==> src/rtl/wb_arbiter_if.sv <==
// wb_arbiter_if: ALU, load, hazard-query and register-file write signals of the writeback arbiter
interface wb_arbiter_if #(
    parameter int XLEN = 32
);
    logic            alu_valid;
    logic            alu_ready;
    logic [4:0]      alu_rd;
    logic [XLEN-1:0] alu_data;
    logic            ld_valid;
    logic            ld_ready;
    logic [4:0]      ld_rd;
    logic [XLEN-1:0] ld_data;
    logic [4:0]      rs_addr1;
    logic [4:0]      rs_addr2;
    logic            busy1;
    logic            busy2;
    logic            rf_we;
    logic [4:0]      rf_waddr;
    logic [XLEN-1:0] rf_wdata;

    modport slave (
        input  alu_valid, alu_rd, alu_data, ld_valid, ld_rd, ld_data, rs_addr1, rs_addr2,
        output alu_ready, ld_ready, busy1, busy2, rf_we, rf_waddr, rf_wdata
    );

    modport master (
        output alu_valid, alu_rd, alu_data, ld_valid, ld_rd, ld_data, rs_addr1, rs_addr2,
        input  alu_ready, ld_ready, busy1, busy2, rf_we, rf_waddr, rf_wdata
    );
endinterface

==> src/rtl/wb_arbiter.sv <==
// wb_arbiter: merges ALU results and FIFO-buffered load results onto the single register-file write port
module wb_arbiter #(
    parameter int DEPTH        = 4,
    parameter int STARVE_LIMIT = 3,
    parameter int XLEN         = 32
) (
    input logic         clk,
    input logic         rst,
    wb_arbiter_if.slave bus
);
    localparam int AW = $clog2(DEPTH);
    localparam int SW = $clog2(STARVE_LIMIT + 1);

    logic [4:0]      fifo_rd   [DEPTH];
    logic [XLEN-1:0] fifo_data [DEPTH];
    logic [DEPTH-1:0] vld;
    logic [AW-1:0]   wr_ptr;
    logic [AW-1:0]   rd_ptr;
    logic [AW:0]     count;
    logic [SW-1:0]   starve_cnt;
    logic            nonempty;
    logic            force_pri;
    logic            ld_ready;
    logic            alu_win;
    logic            pop;
    logic            push;
    logic            hit1;
    logic            hit2;

    assign nonempty      = count != '0;
    assign force_pri     = nonempty && starve_cnt == SW'(STARVE_LIMIT);
    assign ld_ready      = count < (AW+1)'(DEPTH);
    assign alu_win       = bus.alu_valid && !force_pri && bus.alu_rd != '0;
    assign pop           = nonempty && !alu_win;
    assign push          = bus.ld_valid && ld_ready && bus.ld_rd != '0;
    assign bus.alu_ready = !force_pri;
    assign bus.ld_ready  = ld_ready;
    assign bus.busy1     = bus.rs_addr1 != '0 && (hit1 || (bus.rf_we && bus.rf_waddr == bus.rs_addr1));
    assign bus.busy2     = bus.rs_addr2 != '0 && (hit2 || (bus.rf_we && bus.rf_waddr == bus.rs_addr2));

    // Match both decode sources against the destination of every occupied FIFO slot
    always_comb begin
        hit1 = 1'b0;
        hit2 = 1'b0;
        for (int i = 0; i < DEPTH; i++) begin
            hit1 = hit1 || (vld[i] && fifo_rd[i] == bus.rs_addr1);
            hit2 = hit2 || (vld[i] && fifo_rd[i] == bus.rs_addr2);
        end
    end

    // Load payload storage; occupancy lives in vld/count so reset need not clear it
    always_ff @(posedge clk) begin
        if (push) begin
            fifo_rd[wr_ptr]   <= bus.ld_rd;
            fifo_data[wr_ptr] <= bus.ld_data;
        end
    end

    // FIFO pointers, occupancy and the starvation counter
    always_ff @(posedge clk or negedge rst) begin
        if (!rst) begin
            wr_ptr     <= '0;
            rd_ptr     <= '0;
            count      <= '0;
            vld        <= '0;
            starve_cnt <= '0;
        end else begin
            if (push) begin
                wr_ptr      <= wr_ptr + AW'(1);
                vld[wr_ptr] <= 1'b1;
            end
            if (pop) begin
                rd_ptr      <= rd_ptr + AW'(1);
                vld[rd_ptr] <= 1'b0;
            end
            count <= count + (AW+1)'(push) - (AW+1)'(pop);
            if (!nonempty || pop)
                starve_cnt <= '0;
            else if (starve_cnt != SW'(STARVE_LIMIT))
                starve_cnt <= starve_cnt + SW'(1);
        end
    end

    // Register the arbitration winner; address/data hold when nothing wins
    always_ff @(posedge clk or negedge rst) begin
        if (!rst) begin
            bus.rf_we    <= 1'b0;
            bus.rf_waddr <= '0;
            bus.rf_wdata <= '0;
        end else begin
            bus.rf_we <= alu_win || pop;
            if (alu_win || pop) begin
                bus.rf_waddr <= alu_win ? bus.alu_rd : fifo_rd[rd_ptr];
                bus.rf_wdata <= alu_win ? bus.alu_data : fifo_data[rd_ptr];
            end
        end
    end
endmodule

==> src/flat_wrapper.sv <==
// flat-port wrapper written by rule: the top's interface ports become plain ports
module wb_arbiter_flat 
#(
    parameter int DEPTH        = 4,
    parameter int STARVE_LIMIT = 3,
    parameter int XLEN         = 32
)
  (clk, rst, bus_alu_valid, bus_alu_rd, bus_alu_data, bus_ld_valid, bus_ld_rd, bus_ld_data, bus_rs_addr1, bus_rs_addr2, bus_alu_ready, bus_ld_ready, bus_busy1, bus_busy2, bus_rf_we, bus_rf_waddr, bus_rf_wdata);
  wb_arbiter_if #(.XLEN(XLEN)) bus_i ();
  input logic clk;
  input logic rst;
  input wire logic [$bits(bus_i.alu_valid)-1:0] bus_alu_valid;
  input wire logic [$bits(bus_i.alu_rd)-1:0] bus_alu_rd;
  input wire logic [$bits(bus_i.alu_data)-1:0] bus_alu_data;
  input wire logic [$bits(bus_i.ld_valid)-1:0] bus_ld_valid;
  input wire logic [$bits(bus_i.ld_rd)-1:0] bus_ld_rd;
  input wire logic [$bits(bus_i.ld_data)-1:0] bus_ld_data;
  input wire logic [$bits(bus_i.rs_addr1)-1:0] bus_rs_addr1;
  input wire logic [$bits(bus_i.rs_addr2)-1:0] bus_rs_addr2;
  output wire logic [$bits(bus_i.alu_ready)-1:0] bus_alu_ready;
  output wire logic [$bits(bus_i.ld_ready)-1:0] bus_ld_ready;
  output wire logic [$bits(bus_i.busy1)-1:0] bus_busy1;
  output wire logic [$bits(bus_i.busy2)-1:0] bus_busy2;
  output wire logic [$bits(bus_i.rf_we)-1:0] bus_rf_we;
  output wire logic [$bits(bus_i.rf_waddr)-1:0] bus_rf_waddr;
  output wire logic [$bits(bus_i.rf_wdata)-1:0] bus_rf_wdata;
  assign bus_i.alu_valid = bus_alu_valid;
  assign bus_i.alu_rd = bus_alu_rd;
  assign bus_i.alu_data = bus_alu_data;
  assign bus_i.ld_valid = bus_ld_valid;
  assign bus_i.ld_rd = bus_ld_rd;
  assign bus_i.ld_data = bus_ld_data;
  assign bus_i.rs_addr1 = bus_rs_addr1;
  assign bus_i.rs_addr2 = bus_rs_addr2;
  assign bus_alu_ready = bus_i.alu_ready;
  assign bus_ld_ready = bus_i.ld_ready;
  assign bus_busy1 = bus_i.busy1;
  assign bus_busy2 = bus_i.busy2;
  assign bus_rf_we = bus_i.rf_we;
  assign bus_rf_waddr = bus_i.rf_waddr;
  assign bus_rf_wdata = bus_i.rf_wdata;
  wb_arbiter #(.DEPTH(DEPTH), .STARVE_LIMIT(STARVE_LIMIT), .XLEN(XLEN)) u_core (.clk(clk), .rst(rst), .bus(bus_i));
endmodule
==> config.mk <==
export PLATFORM = sky130hd
export DESIGN_NAME = wb_arbiter_flat
export DESIGN_NICKNAME = d
export VERILOG_FILES = /design/src/rtl/wb_arbiter_if.sv /design/src/rtl/wb_arbiter.sv /design/src/flat_wrapper.sv
export SDC_FILE = /design/constraint.sdc
export NUM_CORES = 1
export LEC_CHECK = 0
export BUFFER_PORTS_ARGS = -buffer_cell sky130_fd_sc_hd__buf_2
export CAP_MARGIN = 40
export CORE_MARGIN = 2
export CORE_UTILIZATION = 55
export DETAILED_ROUTE_END_ITERATION = 10
export GPL_TIMING_DRIVEN = 1
export PLACE_DENSITY = 0.9
export SETUP_SLACK_MARGIN = 0.3
export SLEW_MARGIN = 10
export SYNTH_ARGS = -nofsm -noshare
export SYNTH_HDL_FRONTEND = slang
export SYNTH_SLANG_ARGS = --single-unit
==> constraint.sdc <==
create_clock -name clk -period 3.1 [get_ports clk]
set_input_delay 0.155 -clock clk [delete_from_list [all_inputs] [get_ports clk]]
set_output_delay 0.155 -clock clk [all_outputs]
set_load 0.03 [all_outputs]
==> flow_metrics.py <==
metrics = {
    "power": {
        "p_seq_share_pct": 43.3,
        "power.leakage_nw": 3.89,
        "p_int_mw": 5.84,
        "clkPwrFrac_pct": 23.8,
        "p_sw_mw": 3.03,
        "swShare_pct": 34.2,
        "powerDensity_nw_per_um2": 859,
        "peakVddDrop_uv": 432,
        "p_comb_share_pct": 32.9,
    },
    "floorplanning": {
        "die_y_um": 127,
        "die-area_sq_um": 16000,
        "die_width_um": 127,
        "initial_core_util_pct": 56.7,
        "rows": 44,
        "io_pins": 130,
        "core-area_sq_um": 14600,
    },
    "route": {
        "via_count": 5213,
        "wl_per_cell_um": 21.6,
        "drt.antenna.violating_nets": 0,
        "dr.pass1.iters": 6,
        "routed_wl_um": 19300,
        "routed_via_density": 5.84,
        "drtIter0Drc": 447,
        "drc_errors": 0,
    },
    "timing": {
        "finClkSkew_ns": 0.00844,
        "setup_viol": 0,
        "slew_violations": 0,
        "final_hold_viol_count": 0,
        "fin_crit_ns": 2.56,
        "rsz0062_at_grt": "false",
        "fin_crit_sh_pct": 82.6,
        "max_slew_margin_pct": 58.9,
        "worst_slew_pin_slew_ns": 0.617,
        "fin_setup_tns_ns": 0,
        "setup_ws_ns": 0.540,
        "holdWs_ns": 0.0134,
        "fmax_mhz": 391,
    },
    "logic_synthesis": {
        "syn_inst": 508,
        "synth_area_leaders": "edfxtp_1 (54%), dfrtp_1 (15%), mux4_2 (10%)",
        "ys_seq_area_share_pct": 69.2,
        "synth_area_sq_um": 8270,
        "synth.distinct_cells": 33,
        "yosysWarnings": 0,
        "synth_top_area_share_pct": 53.8,
        "synth_area_per_cell_sq_um": 16.3,
        "syn-num-nets": 607,
        "synth.largest_area_cell": "edfxtp_1",
        "ys_seq_elements": 199,
    },
    "place": {
        "gp_congestion": 0.886,
        "dp.cells": 801,
        "dp_slack_ns": 0.687,
        "io_buffer_count": 129,
        "dp_hpwl_um": 12100,
    },
    "worst_hold_path": {
        "hold_depth": 3,
        "hold_path.class": "in2reg",
    },
    "clock_tree": {
        "cts_tree": "yes",
        "htree_num_levels": 4,
        "clockBufferDepth": 2,
        "numCtsBuffers": 17,
        "numClockSinks": 199,
        "clk_pin_slew_ns": 0.06,
        "cts-root-buf": "clkbuf_16",
        "clk_latency_ns": 0.43,
        "postCtsResizedCells": 0,
    },
    "setup_path": {
        "endpoint_kind": "flop",
        "rrSetupSlack_ns": 0.68,
        "critPathMostFrequentCell": "xnor2_1",
        "slowest_stage": "dlygate4sd3_1",
        "worst-setup-path-type": "in2reg",
        "slowest_delay_ns": 0.54,
        "r2r_cells": 7,
        "path_cells": "dlygate4sd3_1 > buf_2 > or4_1 > o21ai_2 > o21ai_4 > mux2i_1 > ha_1 > inv_1 > fa_1 > xnor2_1 > xnor2_1",
        "start_kind": "input port",
        "cp.required_ns": 3.44,
        "cp_max_fo": 4,
        "crit_arrival_ns": 2.90,
    },
    "global_routing": {
        "antenna_found_initial": 0,
        "grt_pass1_vias": 5471,
        "grt_use_total_pct": 25.0,
        "grt_max_degree": 40,
        "grt-ovfl-total": 0,
        "grt_pass1_wl_um": 29700,
    },
    "final_layout": {
        "final_common_cell": "edfxtp_1",
        "layout.cells.non_filler": 892,
        "drive_gt1_share_pct": 31.8,
        "most-common-layout-cells": "edfxtp_1 (148), buf_2 (129), nor2_1 (79), dlygate4sd3_1 (57), dfrtp_1 (49)",
        "layout.nets": 793,
        "syn_to_final_growth_pct": 24.9,
    },
    "flow_run": {
        "max_cap_violations": 0,
    },
    "outcome": {
        "outcome": "finished clean",
    },
}
[power by group through the flow]
stage	registers [mW]	clock network, mW	logic, mW
after global placement	3.89	0	2.58
after detailed placement	3.87	0	2.83
after floorplan	4.22	0	1.59
final	3.84	2.11	2.92
after CTS	3.82	2.12	2.93
after global routing	3.89	2.25	3.12
[cells by family after synthesis]
family | count (synthesis) | synth area share (%)
flops | 199 | 69.2
xor+xnor | 54 | 5.72
simple gates | 120 | 6.39
buf+inv | 37 | 2.36
mux | 38 | 10.2
compound gates | 49 | 4.36
fa+ha+maj | 11 | 1.76
[stage by stage]
step	area [sq um]	util, %	power [mW]
6_report	10300	70.8	8.87
5_1_grt	10300	70.7	9.26
4_1_cts	10300	70.5	8.87
3_5_place_dp	9150	62.7	6.70
3_3_place_gp	9030	61.9	6.47
2_1_floorplan	8270	-	5.81
[critical path: cells and delay by family]
family	cells	cell delay [ns]
buffers and inverters	3	0.73
adder cells (fa/ha/maj)	2	0.60
AND/OR/NAND/NOR	1	0.54
AO/OA/AOI/OAI	2	0.36
XOR/XNOR	2	0.34
multiplexers	1	0.18
[area by class of cell]
type                            instances  area (sq um)
Fill cell                             852          4270
Tap cell                              184           230
Inverter                                7          26.3
Clock inverter                         10          93.8
Clock buffer                           22           474
Timing Repair Buffer                  197          1400
Multi-Input combinational cell        272          2370
Antenna cell                            1          2.50
Sequential cell                       199          5720
[path summary, 6_finish.rpt]
check,start,end
min,bus_alu_data[19],u_core.bus.rf_wdata[19]
min in group asynchronous,rst,u_core.bus.rf_wdata[17]
min reg2reg,u_core.starve_cnt[0],u_core.starve_cnt[0]
max reg2reg,u_core.count[0],u_core.count[2]
max,bus_alu_rd[0],u_core.count[2]
max in group asynchronous,rst,u_core.rd_ptr[1]
[registers in the layout, indices dropped and copies added (netlist names), 3 cells and up]
name and count:
u_core.count 3, u_core.bus.rf_wdata 32, u_core.bus.rf_waddr 5, u_core.vld 4, u_core.fifo_data 128, u_core.fifo_rd 20
[synthesized netlist by cell type]
| master | instances |
|---|---|
| or3_1 | 2 |
| o21ai_0 | 2 |
| mux4_2 | 37 |
| nor2_1 | 79 |
| clkbuf_1 | 14 |
| edfxtp_1 | 148 |
| nand2b_2 | 1 |
| o21a_1 | 1 |
| nor3b_1 | 1 |
| buf_4 | 5 |
| dfrtp_1 | 51 |
| buf_1 | 1 |
| nand2_1 | 6 |
| a21oi_1 | 4 |
| o311a_1 | 1 |
| o22ai_2 | 8 |
| xor2_1 | 40 |
| nand3_1 | 12 |
| xnor2_1 | 14 |
| o22a_1 | 2 |
| buf_6 | 4 |
| nor3_1 | 2 |
| ha_1 | 10 |
| nor4_1 | 10 |
| o21ai_1 | 1 |
| inv_1 | 7 |
| fa_1 | 1 |
| and2_1 | 4 |
| o22ai_1 | 29 |
| mux2i_1 | 1 |
| or4_1 | 3 |
| o21ai_2 | 1 |
| buf_2 | 6 |
[per-layer routing]
layer	part of all wire (%)	track usage, %	vias up
met5	0	0	-
met4	4.2	13.5	0
met3	5.7	4.60	64
met2	53	42.9	260
met1	37	30.2	2602
li1	-	-	2287
[what timing repair did]
| item | in CTS | in global routing |
|---|---|---|
| hold buffers | 56 | 1 |
| buffers inserted | 0 | 0 |
| endpoints found under the hold margin | 184 | 1 |
(Power assumes the default switching activity.)
